<file path="config.mk">
export PLATFORM = sky130hd
export DESIGN_NAME = alu_issue_stage
export DESIGN_NICKNAME = d
export VERILOG_FILES = /design/src/rtl/alu_issue_stage.sv
export SDC_FILE = /design/constraint.sdc
export NUM_CORES = 1
export LEC_CHECK = 0
export BUFFER_PORTS_ARGS = -buffer_cell sky130_fd_sc_hd__buf_2
export CORE_ASPECT_RATIO = 0.9
export CORE_MARGIN = 3
export CORE_UTILIZATION = 55
export CTS_BUF_LIST = sky130_fd_sc_hd__clkbuf_16
export CTS_CLUSTER_DIAMETER = 40
export DETAILED_ROUTE_END_ITERATION = 10
export PLACE_DENSITY = 0.82
export REMOVE_ABC_BUFFERS = 1
export SLEW_MARGIN = 5
export SYNTH_ARGS = -nofsm -noshare
export SYNTH_HDL_FRONTEND = slang
export SYNTH_SLANG_ARGS = --single-unit
</file>
<file path="constraint.sdc">
create_clock -name clk -period 12.1 [get_ports clk]
set_input_delay 1.21 -clock clk [delete_from_list [all_inputs] [get_ports clk]]
set_output_delay 1.21 -clock clk [all_outputs]
set_load 0.005 [all_outputs]
</file>
<file path="src/rtl/alu_issue_stage.sv">
// Decode/issue stage in front of the 32-bit ALU: decodes RV32I integer ops into
// ALU control plus operands and issues them through a main register and a one-entry skid.
module alu_issue_stage #(
    parameter int XLEN = 32
) (
    input  logic            clk,
    input  logic            rst,
    input  logic            in_valid,
    output logic            in_ready,
    input  logic [31:0]     instr,
    input  logic [XLEN-1:0] rs1_data,
    input  logic [XLEN-1:0] rs2_data,
    input  logic            flush,
    output logic            out_valid,
    input  logic            out_ready,
    output logic [XLEN-1:0] alu_a,
    output logic [XLEN-1:0] alu_b,
    output logic [3:0]      alu_kontrol,
    output logic [4:0]      rd,
    output logic            wr_en,
    output logic            illegal
);

    localparam logic [6:0] OPC_R   = 7'b0110011;
    localparam logic [6:0] OPC_I   = 7'b0010011;
    localparam logic [6:0] OPC_LUI = 7'b0110111;

    localparam logic [3:0] ALU_ADD = 4'b0000;
    localparam logic [3:0] ALU_SUB = 4'b0100;
    localparam logic [3:0] ALU_AND = 4'b0001;
    localparam logic [3:0] ALU_OR  = 4'b0101;
    localparam logic [3:0] ALU_XOR = 4'b0010;
    localparam logic [3:0] ALU_LUI = 4'b0110;
    localparam logic [3:0] ALU_SLL = 4'b0011;
    localparam logic [3:0] ALU_SRL = 4'b0111;
    localparam logic [3:0] ALU_SRA = 4'b1111;

    typedef struct packed {
        logic [XLEN-1:0] a;
        logic [XLEN-1:0] b;
        logic [3:0]      kontrol;
        logic [4:0]      rd;
        logic            wr_en;
        logic            illegal;
    } issue_op_t;

    logic [6:0] w_opcode;
    logic [2:0] w_funct3;
    logic       w_is_r;
    logic       w_is_shift;
    logic       w_f3_legal;
    logic [3:0] w_f3_op;
    issue_op_t  w_dec;
    logic       w_accept;

    issue_op_t  r_main;
    issue_op_t  r_skid;
    logic       r_out_valid;
    logic       r_skid_valid;
    logic       r_in_ready;

    assign w_opcode   = instr[6:0];
    assign w_funct3   = instr[14:12];
    assign w_is_r     = (w_opcode == OPC_R);
    assign w_is_shift = (w_funct3 == 3'b001) || (w_funct3 == 3'b101);

    // instr[30] selects SUB only for register ops; for funct3 101 it selects SRA in both formats
    always_comb begin
        w_f3_legal = 1'b1;
        w_f3_op    = ALU_ADD;
        case (w_funct3)
            3'b000:  w_f3_op = (w_is_r && instr[30]) ? ALU_SUB : ALU_ADD;
            3'b111:  w_f3_op = ALU_AND;
            3'b110:  w_f3_op = ALU_OR;
            3'b100:  w_f3_op = ALU_XOR;
            3'b001:  w_f3_op = ALU_SLL;
            3'b101:  w_f3_op = instr[30] ? ALU_SRA : ALU_SRL;
            default: w_f3_legal = 1'b0;
        endcase
    end

    always_comb begin
        w_dec    = '0;
        w_dec.rd = instr[11:7];
        case (w_opcode)
            OPC_R: begin
                if (w_f3_legal) begin
                    w_dec.a       = rs1_data;
                    w_dec.b       = rs2_data;
                    w_dec.kontrol = w_f3_op;
                    w_dec.wr_en   = 1'b1;
                end else begin
                    w_dec.illegal = 1'b1;
                end
            end
            OPC_I: begin
                if (w_f3_legal) begin
                    w_dec.a       = rs1_data;
                    w_dec.b       = w_is_shift ? {27'b0, instr[24:20]}
                                               : {{20{instr[31]}}, instr[31:20]};
                    w_dec.kontrol = w_f3_op;
                    w_dec.wr_en   = 1'b1;
                end else begin
                    w_dec.illegal = 1'b1;
                end
            end
            OPC_LUI: begin
                w_dec.a       = '0;
                w_dec.b       = {instr[31:12], 12'b0};
                w_dec.kontrol = ALU_LUI;
                w_dec.wr_en   = 1'b1;
            end
            default: w_dec.illegal = 1'b1;
        endcase
    end

    assign w_accept = in_valid && r_in_ready && !flush;

    // in_ready is kept as its own flop (always the inverse of skid occupancy) so it never sees out_ready
    always_ff @(posedge clk or posedge rst) begin
        if (rst) begin
            r_main       <= '0;
            r_skid       <= '0;
            r_out_valid  <= 1'b0;
            r_skid_valid <= 1'b0;
            r_in_ready   <= 1'b1;
        end else if (flush) begin
            r_out_valid    <= 1'b0;
            r_skid_valid   <= 1'b0;
            r_in_ready     <= 1'b1;
            r_main.illegal <= 1'b0;
        end else if (!r_out_valid || out_ready) begin
            if (r_skid_valid) begin
                r_main       <= r_skid;
                r_out_valid  <= 1'b1;
                r_skid_valid <= 1'b0;
                r_in_ready   <= 1'b1;
            end else if (w_accept) begin
                r_main      <= w_dec;
                r_out_valid <= 1'b1;
            end else begin
                r_out_valid <= 1'b0;
            end
        end else if (w_accept) begin
            r_skid       <= w_dec;
            r_skid_valid <= 1'b1;
            r_in_ready   <= 1'b0;
        end
    end

    assign in_ready    = r_in_ready;
    assign out_valid   = r_out_valid;
    assign alu_a       = r_main.a;
    assign alu_b       = r_main.b;
    assign alu_kontrol = r_main.kontrol;
    assign rd          = r_main.rd;
    assign wr_en       = r_main.wr_en;
    assign illegal     = r_main.illegal;

endmodule

</file>
==> impl_metrics.toml, run 1 <==
[setup_path]
worstReg2RegStart = "r_skid_valid$_DFFE_PP0P_"
regToRegSetupSlack_ns = 8.92
setup.worst_path.start_class = "input port"
cp_slowest_stage_delay_ns = 0.99
slowest_stage = "a31oi_2"
worstPathArrival_ns = 3.58
required_ns = 12.34
worstPathCellList = "buf_2 > nor2b_1 > nor3b_4 > a31oi_2 > a21oi_1"
critPathKind = "input port to flop"
endpoint_kind = "flop"
crit_buf_inv = 1
crit_start = "instr[13]"
cpLargestDelayFamily = "compound AO/OA/AOI/OAI gates"
crit_fanout = 26

[yosys]
synthesis.area_sq_um = 6940
synth.distinct_cells = 46
synthMuxAreaShare_pct = 2.45
synth_edf_count = 0
yosysTopAreaCellShare_pct = 54.8
yosys_register_bits = 153
synth_compound_area_share_pct = 21.9
yosys.area_share.simple_pct = 15.8
synth_top_area_cell = "dfrtp_1"
synthTopCellsByCount = "dfrtp_1 (152), nor2_1 (119), nand2_1 (55), a21oi_1 (40)"
synth_ff_type = "dfrtp_1"
synthAdderAreaFrac_pct = 0
ys_top_cells_by_area = "dfrtp_1 (55%), nor2_1 (6.4%), a221oi_2 (4.1%)"
synthArstFlopShare_pct = 100
yosysSeqAreaShare_pct = 55.2
syn_avg_cell_area_sq_um = 10.6
syn_inst = 657
synth_top_family_by_area = "compound AO/OA/AOI/OAI gates"
synth_xor_area_share_pct = 0.126
synth_warnings = 0
synth_most_common_cell = "dfrtp_1"

[cts]
cts.clk_slew.worst_paths_ns = 0.06
cts_sinks = 153
cts_htree_levels = 4
cts_buffer_depth = 2
ctsHoldBuffers = 0
root_buffer = "clkbuf_16"
insertion_delay_ns = 0.42
cts_tree = "built"
post_cts_buffers = 0
cts_buffers = 17
cts.repair.resized = 0

[floorplanning]
core_area_sq_um = 12200
start_util_pct = 57.0
io-pin-count = 178
die_h_um = 113
die_w_um = 124
die-area_sq_um = 14000
placementRows = 38

[final_layout]
layout-drive-gt1-share_pct = 30.3
fillCellCount = 932
fin_nets = 906
area_growth_pct = 21.2
diodes = 0
seqCellArea_sq_um = 3830
finalInstanceArea_sq_um = 8410
multiInputGateArea_sq_um = 2830
final_core_util_pct = 69.1

[sta]
max_freq_mhz = 300
max_slew_margin_pct = 18.5
worst_slack_ns = 8.76
final_max_slew_viol_count = 0
tightest_slew_ns = 1.22
finalSetupTns_ns = 0
hold_violations = 0
finalClockSkew_ns = 0.00581
period_needed_ns = 3.34
rsz0062_at_grt = "no"
setup_viol = 0
min_period_over_period_pct = 27.6

[placed_design]
place_congestion = 0.826
pre_cts_slack_ns = 8.43
dp_hpwl_um = 11700
port_buffers = 177
placed_area_sq_um = 7830

[pwr]
totalPowerFinal_mw = 1.35
p_leak_nw = 3.94
power.density_nw_per_um2 = 160
peakVddDrop_mv = 0.0924

[global_routing]
grt_max_degree = 98
grt_pass1_wl_um = 30900
grt_antenna_before_repair = 0
grtUsageTotal_pct = 27.2
first_global_vias = 6061
grt_overflow = 0

[detailed_routing]
finalWirelength_um = 18600
drt-initial-drc-count = 589
vias_per_cell = 6.13
wl_per_cell_um = 19.0
firstDrtPassIters = 7
routed-via-count = 5996
drc = 0
ant_nets = 0

[min_path]
hold_class = "flop to flop"
hold_start = "r_skid[22]$_DFFE_PP0P_"

[run]
cap_violations = 0

[status]
status = "complete, no violations"
## flip-flops by register name, summed over array words and instances (netlist names), 4 cells and up
| signal | flops |
|---|---|
| alu_kontrol | 4 |
| r_skid | 75 |
| alu_a | 32 |
| rd | 5 |
| alu_b | 32 |
## power by group
part | internal (mW) | leakage [nW] | switching, mW
logic | 0.0895 | 1.71 | 0.112
clock network | 0.320 | 0.285 | 0.207
registers | 0.579 | 1.95 | 0.0383
total | 0.989 | 3.94 | 0.357
## kinds of logic after synthesis
kind of cell / Yosys count
and+or+nand+nor: 240
xor gates and xnor gates: 1
DFF: 153
buffers and inverters: 60
muxes: 17
AOI/OAI and AO/OA: 186
## worst register-to-register path, cell delays in order, from the launching register on
cell and delay (ns):
dfrtp_2 0.34, buf_4 0.73, a21oi_1 0.25, or3_2 0.48, buf_4 0.35, a311oi_4 0.33
buf_4 0.40, a221oi_2 0.15
## layout by cell type, fill, tap and decap left out, types with 3 or more instances in the layout
| cell | n |
|---|---|
| a21oi_1 | 40 |
| a221oi_1 | 32 |
| a221oi_2 | 19 |
| a22o_1 | 32 |
| a32oi_1 | 26 |
| and2_1 | 3 |
| buf_2 | 177 |
| buf_4 | 9 |
| bufinv_16 | 3 |
| clkbuf_16 | 17 |
| clkinv_1 | 3 |
| clkinv_2 | 5 |
| dfrtp_1 | 151 |
| mux2i_1 | 17 |
| nand2_1 | 55 |
| nand2b_1 | 12 |
| nor2_1 | 119 |
| nor2b_1 | 23 |
| nor4_1 | 5 |
| o21ai_0 | 19 |
| o31ai_1 | 3 |
## final timing paths
| kind | cells past startpoint | endpoint |
|---|---|---|
| max reg2reg | 7 | alu_b[16]$_DFFE_PP0P_ |
| max in group asynchronous | 3 | alu_a[24]$_DFFE_PP0P_ |
| min | 2 | r_skid[22]$_DFFE_PP0P_ |
| min reg2reg | 2 | r_skid[22]$_DFFE_PP0P_ |
| max | 5 | r_skid[35]$_DFFE_PP0P_ |
| min in group asynchronous | 2 | out_valid$_DFFE_PP0N_ |
## metal layers
layer	routed length (um)	track usage (%)	share of wire (%)
met5	0	0	0
met3	1380	7.18	7.4
met1	7700	35.6	41
met4	439	10.4	2.4
met2	9070	43.9	49
## cell type report
cell class | instances | area share [%]
clock buffers | 17 | 5.06
clock inverters | 15 | 1.89
inverters | 3 | 0.193
multi-input cells | 444 | 33.6
flip-flops and latches | 153 | 45.5
well taps | 160 | 2.38
repair buffers | 186 | 11.3
## per-stage QoR
stage / cells / hold slack [ns]
global placement: 946 / 0.449
global route: 978 / 0.506
CTS: 978 / 0.475
detailed placement: 946 / 0.461
finish: 978 / 0.470
floorplan: 600 / 0.436
Power figures use the tool's default switching activity.
==> run 2, diff against run 1 <==
- CORE_UTILIZATION: 55 -> 48
- PLACE_DENSITY: 0.82 -> 0.76
- clock period: 12.1 -> 3 ns (I/O delays scaled with it)
==> run 2 against run 1 <==
The run now ends with hold timing left; via count fell by 1.7%; sequential power grew to 4.1 times the previous value; wire length up 1.6%; sequential cell count is the same; largest cell class unchanged; design area is 2.1% higher; first-iteration DRC count fell by 21%; clock power grew to 4.4 times the previous value; hold slack lost 0.48 ns.
==> impl_metrics.toml, run 2 (synthesized netlist as in run 1, its figures left out) <==
[pwr]
power.density_nw_per_um2 = 653
power.share.clock_pct = 41.1
peakVddDrop_mv = 0.450
power_frac_seq_pct = 44.4
p_leak_nw = 4.02
combPwrFrac_pct = 14.5
p_sw_share_pct = 25.8
p_int_mw = 4.17
p_sw_mw = 1.45

[final_layout]
top_register = "r_skid"
area_growth_pct = 23.8
stdcell_count = 1020
final_core_util_pct = 60.9
fin_nets = 914
layout_commonest_cell = "buf_2"
finalInstanceArea_sq_um = 8590
layout-drive-gt1-share_pct = 31.0
largest_register_ff_count = 75
layout_common_cells = "buf_2 (177), dfrtp_1 (151), nor2_1 (119), nand2_1 (55), a21oi_1 (40)"

[global_routing]
grt_antenna_before_repair = 2
first_global_vias = 5872
met1_usage_pct = 33.1
use_met3_pct = 7.88
busiest_layer = "met2"
grtUsageTotal_pct = 24.2
grt_overflow = 0
grt_util_met2_pct = 37.1
grt_max_degree = 74
grt_pass1_wl_um = 30800

[sta]
hold_ws_ns = -0.0109
setup_viol = 0
period_needed_ns = 2.37
worst_slack_ns = 0.633
finalClockSkew_ns = 0.00922
final_max_slew_viol_count = 0
max_freq_mhz = 422
max_slew_margin_pct = 24.7
rsz0062_at_grt = "no"
hold_violations = 3
min_period_over_period_pct = 78.9
tightest_slew_ns = 1.13
finalSetupTns_ns = 0

[detailed_routing]
vias_per_cell = 5.78
drc = 0
ant_nets = 0
drt-initial-drc-count = 468
wl_per_cell_um = 18.5
finalWirelength_um = 18900
routed-via-count = 5895
firstDrtPassIters = 7

[placed_design]
place_congestion = 0.839
dpl.cell_count = 987
pre_cts_slack_ns = 0.638
port_buffers = 177
placed_area_sq_um = 7950
dp_hpwl_um = 12600

[cts]
cts_buffers = 17
ctsHoldBuffers = 0
post_cts_buffers = 0
cts.clk_slew.worst_paths_ns = 0.06
cts_tree = "built"
cts.repair.resized = 0
cts_sinks = 153
root_buffer = "clkbuf_16"
cts_buffer_depth = 2
cts_htree_levels = 4
insertion_delay_ns = 0.42

[floorplanning]
start_util_pct = 49.2
io-pin-count = 178
core_area_sq_um = 14100
placementRows = 41
die_w_um = 133
die_h_um = 120
die-area_sq_um = 15900

[min_path]
hold_class = "input port to async pin"

[setup_path]
setup.worst_path.start_class = "flop"
worstPathArrival_ns = 2.65
required_ns = 3.28
endpoint_kind = "flop"
critPathKind = "flop to flop"
crit_fanout = 30

[status]
status = "finished, violations left"
failed_checks = "hold timing"

[run]
cap_violations = 0
run 2: changes by cell type in the layout (fill, tap and decap cells not counted):
cell	change
buf_4	+6
clkinv_1	-3
clkinv_2	-3
buf_12	+2
bufinv_16	+2
diode_2	+2
inv_1	+2
clkinvlp_4	+1
run 2: power by group through the flow:
stage / Combinational [mW] / Clock, mW / Sequential, mW
after floorplan: 0.420 / 0 / 2.52
after detailed placement: 0.824 / 0 / 2.52
after global placement: 0.788 / 0 / 2.51
after global routing: 0.912 / 2.44 / 2.53
final: 0.813 / 2.31 / 2.50
after CTS: 0.824 / 2.34 / 2.49
run 2: layer usage:
layer / vias up / part of all wire, % / wire length [um]
li1: 2705 / - / -
met1: 2907 / 43 / 8100
met2: 248 / 47 / 8870
met3: 33 / 8.1 / 1540
met4: 2 / 1.9 / 359
met5: - / 0.069 / 13
run 2: path summary, 6_finish.rpt:
path / startpoint / end / slack, ns / cells past startpoint
min in group clk: instr[11] / r_skid[6]$_DFFE_PP0P_ / 0.10 / 3
min reg2reg: r_skid[11]$_DFFE_PP0P_ / r_skid[11]$_DFFE_PP0P_ / 0.48 / 2
max: r_skid_valid$_DFFE_PP0P_ / alu_b[24]$_DFFE_PP0P_ / 0.63 / 5
max in group asynchronous: rst / illegal$_DFFE_PP0P_ / 2.23 / 3
max reg2reg: r_skid_valid$_DFFE_PP0P_ / alu_b[24]$_DFFE_PP0P_ / 0.63 / 5
min: rst / out_valid$_DFFE_PP0N_ / -0.01 / 2
run 2: worst max-delay path: stages, from the launching register on:
cell and delay, ns:
dfrtp_2 0.72, a21oi_1 0.20, or3_2 0.51, a311oi_4 0.26
buf_4 0.39, a221oi_2 0.13
run 2: stage by stage:
stage	hold slack, ns	power, mW
3_5_place_dp	0.453	3.35
2_1_floorplan	0.363	2.94
3_3_place_gp	0.444	3.30
6_report	-0.0109	5.61
5_1_grt	0.0195	5.88
4_1_cts	0.00663	5.66
run 2: cell type report:
cell class              count  area, sq um
flip-flops and latches    153         3830
fillers                  1190         5520
diodes                      2         5.00
clock inverters            14          208
well taps                 193          241
multi-input cells         444         2830
clock buffers              17          425
repair buffers            194         1040
inverters                   3         16.3
==> run 3, diff against run 2 <==
- ABC_AREA: unset -> 1
- CORE_UTILIZATION: 48 -> 54
- PLACE_DENSITY: 0.76 -> 0.8
- clock period: 3 -> 2.19 ns (I/O delays scaled with it)
==> run 3 against run 2 <==
The run now ends clean; utilization rose by 6.6 points; wire length is 2.8% higher; synthesized cell count grew 50%; setup slack worse by 0.22 ns; combinational power grew 25%; design area is 5.7% higher; sequential share of layout area is 2.4 points lower; first-iteration DRC count increased by 9.6%; critical path depth up 2; clock-buffer cell count did not move; via count rose by 21%; hold slack gained 0.030 ns; largest cell class unchanged.
==> impl_metrics.toml, run 3 <==
[min_path]
worstHoldEndpoint = "r_skid[5]$_DFFE_PP0P_"
hold_class = "input port to flop"
holdPathStages = 3
hold_start = "instr[10]"

[final_layout]
layout-drive-gt1-share_pct = 22.4
top_register = "r_skid"
fin_nets = 1245
area_growth_pct = 21.6
layout_common_cells = "nand2_1 (336), buf_2 (177), dfrtp_1 (151), a21oi_1 (84), inv_1 (83)"
diodes = 0
layout_commonest_cell = "nand2_1"
largest_register_ff_count = 75

[sta]
worst_slack_ns = 0.411
period_needed_ns = 1.78
hold_violations = 0
rsz0062_at_grt = "no"
final_max_slew_viol_count = 0
min_period_over_period_pct = 81.2
tightest_slew_ns = 0.603
setup_viol = 0
finalClockSkew_ns = 0.00808
max_slew_margin_pct = 59.7
max_freq_mhz = 562

[yosys]
yosys_register_bits = 153
synth.distinct_cells = 27
yosysSeqAreaShare_pct = 51.2
synth_ff_type = "dfrtp_1"
ys_top_cells_by_area = "dfrtp_1 (51%), nand2_1 (17%), a21oi_1 (5.6%)"
synthesis.area_sq_um = 7470
synth_top_area_cell = "dfrtp_1"
synthArstFlopShare_pct = 100
syn_avg_cell_area_sq_um = 7.57
synth_warnings = 0
synthTopCellsByCount = "nand2_1 (336), dfrtp_1 (152), a21oi_1 (84), inv_1 (80), nor2_1 (74)"
synth_most_common_cell = "nand2_1"
yosysTopAreaCellShare_pct = 50.9
syn_inst = 987
synth_edf_count = 0

[setup_path]
ff2ff_path_depth = 7
required_ns = 2.52
worstPathArrival_ns = 2.11
worstReg2RegStart = "out_valid$_DFFE_PP0N_"
endpoint_kind = "flop"
critPathKind = "flop to flop"
setup.worst_path.start_class = "flop"
regToRegSetupSlack_ns = 0.41
crit_fanout = 33
r2r_end = "alu_a[22]$_DFFE_PP0P_"

[cts]
cts_buffers = 17
insertion_delay_ns = 0.42
cts.clk_slew.worst_paths_ns = 0.06
cts_sinks = 153
post_cts_buffers = 0
cts_htree_levels = 4
cts_tree = "built"
cts.repair.resized = 0
cts_buffer_depth = 2
root_buffer = "clkbuf_16"
ctsHoldBuffers = 1

[detailed_routing]
routed-via-count = 7137
finalWirelength_um = 19400
firstDrtPassIters = 5
wl_per_cell_um = 14.7
drt-initial-drc-count = 513
drc = 0
vias_per_cell = 5.39
ant_nets = 0

[floorplanning]
core_area_sq_um = 13500
start_util_pct = 55.5
die_h_um = 118
placementRows = 40
die-area_sq_um = 15300
io-pin-count = 178
die_w_um = 130

[placed_design]
dp_hpwl_um = 12600
port_buffers = 177
place_congestion = 0.808
pre_cts_slack_ns = 0.414

[global_routing]
first_global_vias = 6678
grt_max_degree = 59
grt_pass1_wl_um = 32300
grt_overflow = 0
grtUsageTotal_pct = 26.1
grt_antenna_before_repair = 0

[pwr]
p_leak_nw = 5.17
totalPowerFinal_mw = 7.01
power.density_nw_per_um2 = 772
peakVddDrop_mv = 0.656

[run]
cap_violations = 0

[status]
status = "complete, no violations"
==> run 3: cell types whose count changed after synthesis, sizes merged, moves of 32 or more <==
| cell | change |
|---|---|
| nand2 | +283 |
| o21ai | +43 |
| inv | +83 |
| a221oi | -51 |
| nand3 | +64 |
| a21oi | +45 |
| a22o | -32 |
==> run 3: metrics by stage <==
| stage | util (%) | std cells | TNS (ns) | instance area [sq um] | hold slack (ns) |
|---|---|---|---|---|---|
| after floorplan | - | 924 | -439.89 | 7190 | 0.329 |
| after global placement | 63.5 | 1292 | 0 | 8550 | 0.320 |
| after detailed placement | 63.5 | 1292 | 0 | 8550 | 0.323 |
| after CTS | 67.5 | 1325 | 0 | 9080 | 0.00161 |
| after global routing | 67.5 | 1325 | 0 | 9080 | 0.00185 |
| final | 67.5 | 1325 | 0 | 9080 | 0.0191 |
==> run 3: logic make-up after synthesis <==
family	after synthesis	synth area share, %
AND/OR/NAND/NOR	526	29.4
buffers and inverters	149	8.17
flip-flops	153	51.2
AO/OA/AOI/OAI	159	11.2
==> run 3: cell type report <==
| cell class | count | area (sq um) |
|---|---|---|
| inverters | 86 | 330 |
| multi-input cells | 685 | 3030 |
| well taps | 168 | 210 |
| clock buffers | 17 | 425 |
| repair buffers | 201 | 1160 |
| flip-flops and latches | 153 | 3830 |
| fillers | 1160 | 4380 |
| clock inverters | 15 | 96.3 |
==> run 3: per-layer routing <==
layer / GRT usage, % / share of wire [%] / up-vias
li1: - / - / 3471
met1: 37.0 / 44 / 3377
met2: 39.9 / 47 / 263
met3: 5.94 / 6.6 / 26
met4: 8.64 / 1.8 / 0
met5: 0 / 0 / -
==> run 3: worst max path at each step <==
| stage | start | end | slack [ns] | cells after the start |
|---|---|---|---|---|
| 2_1_floorplan | rst | alu_a[0]$_DFFE_PP0P_ | -2.15 | 1 |
| 3_3_place_gp | instr[3] | r_skid[28]$_DFFE_PP0P_ | 0.45 | 9 |
| 3_5_place_dp | instr[5] | r_skid[26]$_DFFE_PP0P_ | 0.41 | 9 |
| 4_1_cts | out_valid$_DFFE_PP0N_ | alu_a[22]$_DFFE_PP0P_ | 0.42 | 7 |
| 5_1_grt | out_valid$_DFFE_PP0N_ | alu_a[22]$_DFFE_PP0P_ | 0.25 | 7 |
| 6_report | out_valid$_DFFE_PP0N_ | alu_a[22]$_DFFE_PP0P_ | 0.41 | 7 |
==> run 3: worst max-delay path, cell delays in order, from the launching register on <==
cell and delay, ns:
dfrtp_1 0.38, inv_1 0.07, nor2_2 0.05, nor2_1 0.21
o21ai_4 0.19, inv_2 0.49, nor2_1 0.10, a21oi_1 0.18
==> run 3: power breakdown <==
part	internal (mW)	switching (mW)
Sequential	3.21	0.166
Clock	1.52	1.10
Combinational	0.421	0.600
